$ cat config.mk
export PLATFORM = sky130hd
export DESIGN_NAME = wb_port_arbiter
export DESIGN_NICKNAME = d
export VERILOG_FILES = /design/src/rtl/wb_port_arbiter.sv
export SDC_FILE = /design/constraint.sdc
export NUM_CORES = 1
export LEC_CHECK = 0
export BUFFER_PORTS_ARGS = -buffer_cell sky130_fd_sc_hd__buf_2
export CORE_MARGIN = 2
export CORE_UTILIZATION = 43
export DETAILED_ROUTE_END_ITERATION = 12
export PLACE_DENSITY = 0.85
export SLEW_MARGIN = 20
export SYNTH_ARGS = -nofsm -noshare
export SYNTH_HDL_FRONTEND = slang
export SYNTH_SLANG_ARGS = --single-unit
$ cat constraint.sdc
create_clock -name clk -period 1.29 [get_ports clk]
set_input_delay 0.129 -clock clk [delete_from_list [all_inputs] [get_ports clk]]
set_output_delay 0.129 -clock clk [all_outputs]
set_load 0.02 [all_outputs]
$ cat src/rtl/wb_port_arbiter.sv
// rtl/wb_port_arbiter.sv - shares one register-file write port between pipeline writeback (A) and a multi-cycle unit (B)
module wb_port_arbiter #(
  parameter int DATA_W       = 16,
  parameter int ADDR_W       = 3,
  parameter int STARVE_LIMIT = 4
) (
  input  logic              clk,
  input  logic              rst_n,
  input  logic              a_valid,
  input  logic [ADDR_W-1:0] a_addr,
  input  logic [DATA_W-1:0] a_data,
  input  logic              b_valid,
  input  logic [ADDR_W-1:0] b_addr,
  input  logic [DATA_W-1:0] b_data,
  output logic              b_ready,
  output logic              stall_a,
  input  logic              port_we,
  input  logic [DATA_W-1:0] port_data,
  output logic              rf_we,
  output logic [ADDR_W-1:0] rf_waddr,
  output logic [DATA_W-1:0] rf_wdata,
  output logic [DATA_W-1:0] out_port
);

  typedef enum logic [1:0] {
    ARB    = 2'd0,
    FORCE  = 2'd1,
    REPLAY = 2'd2
  } state_t;

  // The counter never holds STARVE_LIMIT itself: it clears on the cycle it would reach it.
  localparam int CNT_W = (STARVE_LIMIT < 2) ? 1 : $clog2(STARVE_LIMIT + 1);
  localparam logic [CNT_W-1:0] LIMIT = CNT_W'(STARVE_LIMIT);

  state_t            state_q, state_d;
  logic [CNT_W-1:0]  cnt_q, cnt_d;
  logic              hold_valid_q, hold_valid_d;
  logic [ADDR_W-1:0] hold_addr_q, hold_addr_d;
  logic [DATA_W-1:0] hold_data_q, hold_data_d;
  logic              stall_q;
  logic [DATA_W-1:0] out_q;
  logic              we_c;
  logic              b_ready_c;
  logic [ADDR_W-1:0] waddr_c;
  logic [DATA_W-1:0] wdata_c;

  // State, starve counter, hold entry and the registered stall flag.
  always_ff @(posedge clk or negedge rst_n) begin
    if (!rst_n) begin
      state_q      <= ARB;
      cnt_q        <= '0;
      hold_valid_q <= 1'b0;
      hold_addr_q  <= '0;
      hold_data_q  <= '0;
      stall_q      <= 1'b0;
    end else begin
      state_q      <= state_d;
      cnt_q        <= cnt_d;
      hold_valid_q <= hold_valid_d;
      hold_addr_q  <= hold_addr_d;
      hold_data_q  <= hold_data_d;
      stall_q      <= (state_d != ARB);
    end
  end

  // Next-state, write-port mux and B handshake.
  always_comb begin
    state_d      = state_q;
    cnt_d        = cnt_q;
    hold_valid_d = hold_valid_q;
    hold_addr_d  = hold_addr_q;
    hold_data_d  = hold_data_q;
    we_c         = 1'b0;
    b_ready_c    = 1'b0;
    waddr_c      = a_addr;
    wdata_c      = a_data;
    case (state_q)
      ARB: begin
        if (a_valid) begin
          we_c = 1'b1;
          if (b_valid) begin
            if (cnt_q + CNT_W'(1) == LIMIT) begin
              state_d = FORCE;
              cnt_d   = '0;
            end else begin
              cnt_d = cnt_q + CNT_W'(1);
            end
          end else begin
            cnt_d = '0;
          end
        end else if (b_valid) begin
          we_c      = 1'b1;
          waddr_c   = b_addr;
          wdata_c   = b_data;
          b_ready_c = 1'b1;
          cnt_d     = '0;
        end else begin
          cnt_d = '0;
        end
      end
      FORCE: begin
        // A dropped b_valid here means no B write; the slot is still reserved for B.
        we_c      = b_valid;
        waddr_c   = b_addr;
        wdata_c   = b_data;
        b_ready_c = 1'b1;
        cnt_d     = '0;
        if (a_valid) begin
          hold_valid_d = 1'b1;
          hold_addr_d  = a_addr;
          hold_data_d  = a_data;
          state_d      = REPLAY;
        end else begin
          state_d = ARB;
        end
      end
      REPLAY: begin
        // a_valid is ignored here; the pipeline is stalled.
        we_c         = hold_valid_q;
        waddr_c      = hold_addr_q;
        wdata_c      = hold_data_q;
        hold_valid_d = 1'b0;
        cnt_d        = '0;
        state_d      = ARB;
      end
      default: begin
        state_d      = ARB;
        cnt_d        = '0;
        hold_valid_d = 1'b0;
      end
    endcase
  end

  // Output port register, independent of arbitration.
  always_ff @(posedge clk or negedge rst_n) begin
    if (!rst_n) begin
      out_q <= '0;
    end else if (port_we) begin
      out_q <= port_data;
    end
  end

  // Combinational strobes are gated so they read 0 throughout reset.
  assign rf_we    = rst_n & we_c;
  assign b_ready  = rst_n & b_ready_c;
  assign rf_waddr = waddr_c;
  assign rf_wdata = wdata_c;
  assign stall_a  = stall_q;
  assign out_port = out_q;

  // The pipeline must not present a write during the second stall cycle.
  a_valid_in_replay : assert property (@(posedge clk) disable iff (!rst_n)
    (state_q == REPLAY) |-> !a_valid);

endmodule

Word level (Yosys, flattened, before mapping)
Cells that the tools add are included.
Storage, ports and cells
  flip-flop bits (word level): 42
  bits of input ports: 59
  output and inout port bits: 38
  logic and storage cells: 41
Cells by class
  add/subtract/negate cells: 1
  eq/ne operators: 4
  multiplexer cells: 22
  bitwise operators: 3
  reduce and logical (&&, ||, !) cells: 4
Operators by type and width (number)
  16-bit one-hot mux with 3 select lines: 1
  16-bit two-way mux: 2
  3-bit two-way mux: 6
  3-bit one-hot mux with 3 select lines: 1
  2-bit two-way mux: 4
  1-bit two-way mux: 4
  1-bit one-hot mux with 2 select lines: 2
  2-bit one-hot mux with 2 select lines: 1
  2-bit AND reduction: 2
  3-bit by 1-bit adder with 3-bit output, second input constant: 1
  3-bit equality test, second input constant: 1
  1-bit one-hot mux with 3 select lines: 1
  1-bit AND: 2
  2-bit by 1-bit equality test with 1-bit output, second input constant: 1
  2-bit equality test, second input constant: 1
  2-bit logical NOT: 1
  2-bit inequality test, second input constant: 1
  2-bit nonzero test: 1
  1-bit inverter: 1

Logic depth before layout (Yosys ltp)
  depth in word-level cells: 7
  mapped depth: 5
  depth with buffers taken out: 4

Worst setup path before layout
Ideal clock, no wire load.
  path kind: reg2out
  start point: register state_q[0]
  end point: output port rf_wdata[10]
  arrival: 1427 ps
  required time: 1161 ps
  slack: -266 ps
  stages on the path, launching flop included: 4
  path buffers: 1
  path through: dfrtp_1 -> or2_1 -> clkbuf_1 -> o311ai_1
On the way
  longest elaborated chain between the ends: 2
  elaborated cells between the ends (all ways): 4
  those cells by class: 2 x eq/ne; 1 x mux; 1 x reduce/logical
RTL lines
  start: declaration: line 35  | state_t state_q, state_d;
  start signal: assignment: line 57  | state_q <= state_d;
  2-bit equality test, or another cell as far along: line 77  | case (state_q)
  16-bit one-hot mux with 3 select lines (*): line 77
  end: declaration: line 21  | output logic [DATA_W-1:0] rf_wdata,
Mark *: on every way between the ends. The rest lies on a longest branch, timed or not.

Worst setup path after layout
  start point: register state_q[0]
  end point: output port rf_waddr[1]
On the way
  longest elaborated chain between the ends: 2
  elaborated cells between the ends (all ways): 4
  those cells by class: 2 x eq/ne; 1 x mux; 1 x reduce/logical
RTL lines
  2-bit equality test, or another cell as far along: line 77
  3-bit one-hot mux with 3 select lines (*): line 77
  end: declaration: line 20  | output logic [ADDR_W-1:0] rf_waddr,
Marked as above.

==> summary.md <==
| Metric | Value |
|---|---|
| Status | finished with violations |
| Failing checks | setup timing |
| Initial antenna violation count | 0 |
| Slew @ Worst Pin | 0.369 ns |
| Clock H-tree levels | 2 |
| Final ANT Viol Nets | 0 |
| First-pass GRT wire length | 9230 µm |
| Number of buffers created by CTS | 5 |
| Pwr dens | between 900 and 1000 nW/µm² |
| Global-route layer with the greatest usage | met2 |
| Final setup margin | -0.541 ns |
| Final Instance Area | ~3200 µm² |
| Gr usage total | 0.219 |
| Starting Density | 0.439 |
| Largest net degree at the start of global routing | 31 |
| Arrival time worst endpoint | 1.70 ns |
| VDD IR max | roughly 0.84 mV |
| Filler cells | between 300 and 400 |
| TNS Setup | -15.76 ns |
| Synth Area per Inst | roughly 12 µm² |
| Post-synth cell types | 29 |
| TritonCTS sink count | 42 |
| Syn Std Cell Area | ~2200 µm² |
| Vias in the first global route | 1,926 |
| Met3 GRT Util | 0.0675 |
| Die area | 5740 µm² |
| Nets | 352 |
| Power, Total | 2.92 mW |
| Leakage | 1.62 nW |
| Clk slew on worst S/H paths | about 0.08 ns |
| Initial DRC count | 78 |
| Number of synthesized register bits | 42 |
| Deepest clock path buffer count | 2 |
| Core area | 5040 µm² |
| Slew margin rel. | 0.754 |
| Min-Delay Path Class | input port to flop |
| Post-synthesis sequential area ratio | 0.475 |
| Final setup viols | 43 |
| Critical-path maximum fanout | 15 |
| Hold slack | between 0.04 and 0.05 ns |
| Fmax | around 550 MHz |
| Clk Tree Root Cell | clkbuf_8 |
| Slew Viols, Final | 0 |
| Placed inst area | 2900 µm² |
| Port buffer count | 96 |
| Syn Inst Count | 178 |
| Vias per cell | 5.53 |
| Die span in x | ~76 µm |
| Max Cap Viol | 0 |
| Setup CP Type | flop to primary output |
| Warnings, synthesis | 0 |
| Vias after detailed routing | roughly 2,000 |
| Drc violations | 0 |
| Die Y | between 70 and 80 µm |
| Fin crit share | 1.42 |
| RSZ-0062 raised after global routing | yes |
| Dpl hpwl | roughly 4200 µm |
| GR Layer Usage met1 | 0.254 |
| Layout area overhead | 45.9% |
| IO Pins | 97 |
| GP Congestion | 0.739 |
| Share of layout cells above drive strength 1 | 0.531 |
| # rows | 26 |
| Clock Skew | around 0.0043 ns |
| Pre-Repair DR Iteration Count | 4 |
| GRT overflow | 0 |
| M2 GR Usage | 0.385 |
| Total Wirelength | 6140 µm |
| Clock Latency Late Sink | approximately 0.29 ns |
| # diodes | 0 |
| Hold Vio Cnt, Final | 0 |
| CTS tree | built |
| CP Capture Type | primary output |
| Tmin final | 1.83 ns |
| Worst EP required | 1.16 ns |
| Critical Path Start Type | flop |
| Syn Nets | 239 |
| WL/cell | 17.0 µm |
## cells in the final DEF, fill, tap and decap left out, types with 2 or more instances in the layout
master	n
a22o_1	18
a311o_1	18
and3_1	2
buf_12	2
buf_2	76
buf_4	22
buf_6	22
clkbuf_8	6
dfrtp_1	42
ha_1	2
inv_2	2
mux2_1	24
mux2_2	10
nand2_1	4
nor2b_2	3
nor4b_1	14
nor4b_2	4
o21ai_1	2
## cells by family (layout without fill, tap and decap cells)
group,count (synthesis),after routing,share of synthesized area
compound gates,44,44,0.177
xor+xnor,1,1,0.00396
fa+ha+maj,2,2,0.0113
simple gates,34,34,0.114
mux,34,34,0.173
flops,42,42,0.475
buf+inv,21,135,0.0458
## synth_stat cells
| library cell | instances | area share |
|---|---|---|
| nor2b_1 | 4 | 0.011 |
| a22oi_1 | 1 | 0.0034 |
| inv_1 | 1 | 0.0017 |
| xor2_1 | 1 | 0.0040 |
| mux2_1 | 24 | 0.12 |
| inv_2 | 2 | 0.0034 |
| dfrtp_1 | 42 | 0.47 |
| and4bb_1 | 1 | 0.0057 |
| a21o_1 | 1 | 0.0034 |
| mux2_2 | 10 | 0.051 |
| a22o_1 | 18 | 0.071 |
| o21ai_1 | 2 | 0.0045 |
| or2_1 | 1 | 0.0028 |
| ha_1 | 2 | 0.011 |
| and3_1 | 2 | 0.0057 |
| a311o_1 | 18 | 0.081 |
| o311ai_1 | 1 | 0.0040 |
| and2_1 | 1 | 0.0028 |
| a21oi_1 | 1 | 0.0023 |
| nand2_1 | 4 | 0.0068 |
| clkbuf_1 | 10 | 0.017 |
| nor4b_1 | 18 | 0.071 |
| nand2b_1 | 1 | 0.0028 |
| a21boi_1 | 1 | 0.0034 |
| buf_6 | 2 | 0.010 |
| buf_2 | 6 | 0.014 |
| o211ai_1 | 1 | 0.0034 |
| nor2_1 | 1 | 0.0017 |
| nand3b_1 | 1 | 0.0034 |
## state kept, by name, summed over array words and instances (netlist names)
register and count:
stall_a 1, state_q 2, hold_addr_q 3, out_port 16, hold_valid_q 1, hold_data_q 16
cnt_q 3
## worst max-delay path, stage by stage, from the launching register on
cell and delay (ns):
dfrtp_1 0.43, and2_4 0.17, buf_12 0.14, a22o_1 0.21
a311o_1 0.32, buf_6 0.13
## final timing paths
check / cells past startpoint / to / start / slack, ns
max: 5 / rf_waddr[1] / state_q[0] / -0.54
min: 2 / out_port[5] / port_data[5] / 0.05
max reg2reg: 5 / hold_data_q[9] / state_q[1] / -0.31
min reg2reg: 1 / out_port[5] / out_port[5] / 0.48
max in group asynchronous: 3 / hold_data_q[11] / rst_n / 0.57
min in group asynchronous: 3 / hold_data_q[10] / rst_n / 0.36
## cell type report
type | count | area, µm² | share of cell area
Tap cell | 70 | 87.6 | 0.0271
Sequential cell | 42 | 1050 | 0.325
Clock inverter | 2 | 12.5 | 0.00387
Multi-Input combinational cell | 115 | 1110 | 0.345
Clock buffer | 6 | 82.6 | 0.0256
Timing Repair Buffer | 124 | 871 | 0.270
Inverter | 3 | 11.3 | 0.00349
## stage by stage
step	utilization	setup slack (ns)	instances
2_1_floorplan	-	-0.226	178
5_1_grt	0.640	-0.588	362
3_5_place_dp	0.575	-0.307	348
3_3_place_gp	0.575	-0.208	348
6_report	0.640	-0.541	362
4_1_cts	0.632	-0.518	361
## power by group
part,internal (mW),total [mW],switching (mW)
Clock,0.430,0.874,0.444
Sequential,1.37,1.40,0.0296
Combinational,0.316,0.645,0.329
Total,2.12,2.92,0.803
## routing by layer
metal  vias to the layer above  wire (µm)
li1                        923          -
met1                       989       2490
met2                        83       3130
met3                         6        447
met4                         0         80
met5                         -          0
## what timing repair did
| item | in CTS | in global routing |
|---|---|---|
| gates resized for setup | 42 | 9 |
| pin swaps | 3 | 2 |
| cloned | 1 | 0 |
| buffers inserted | 3 | 1 |
| endpoints found under the hold margin | 42 | 0 |
| hold buffers | 1 | 0 |
| endpoints found under the setup margin | 40 | 45 |
(Power assumes the default switching activity.)
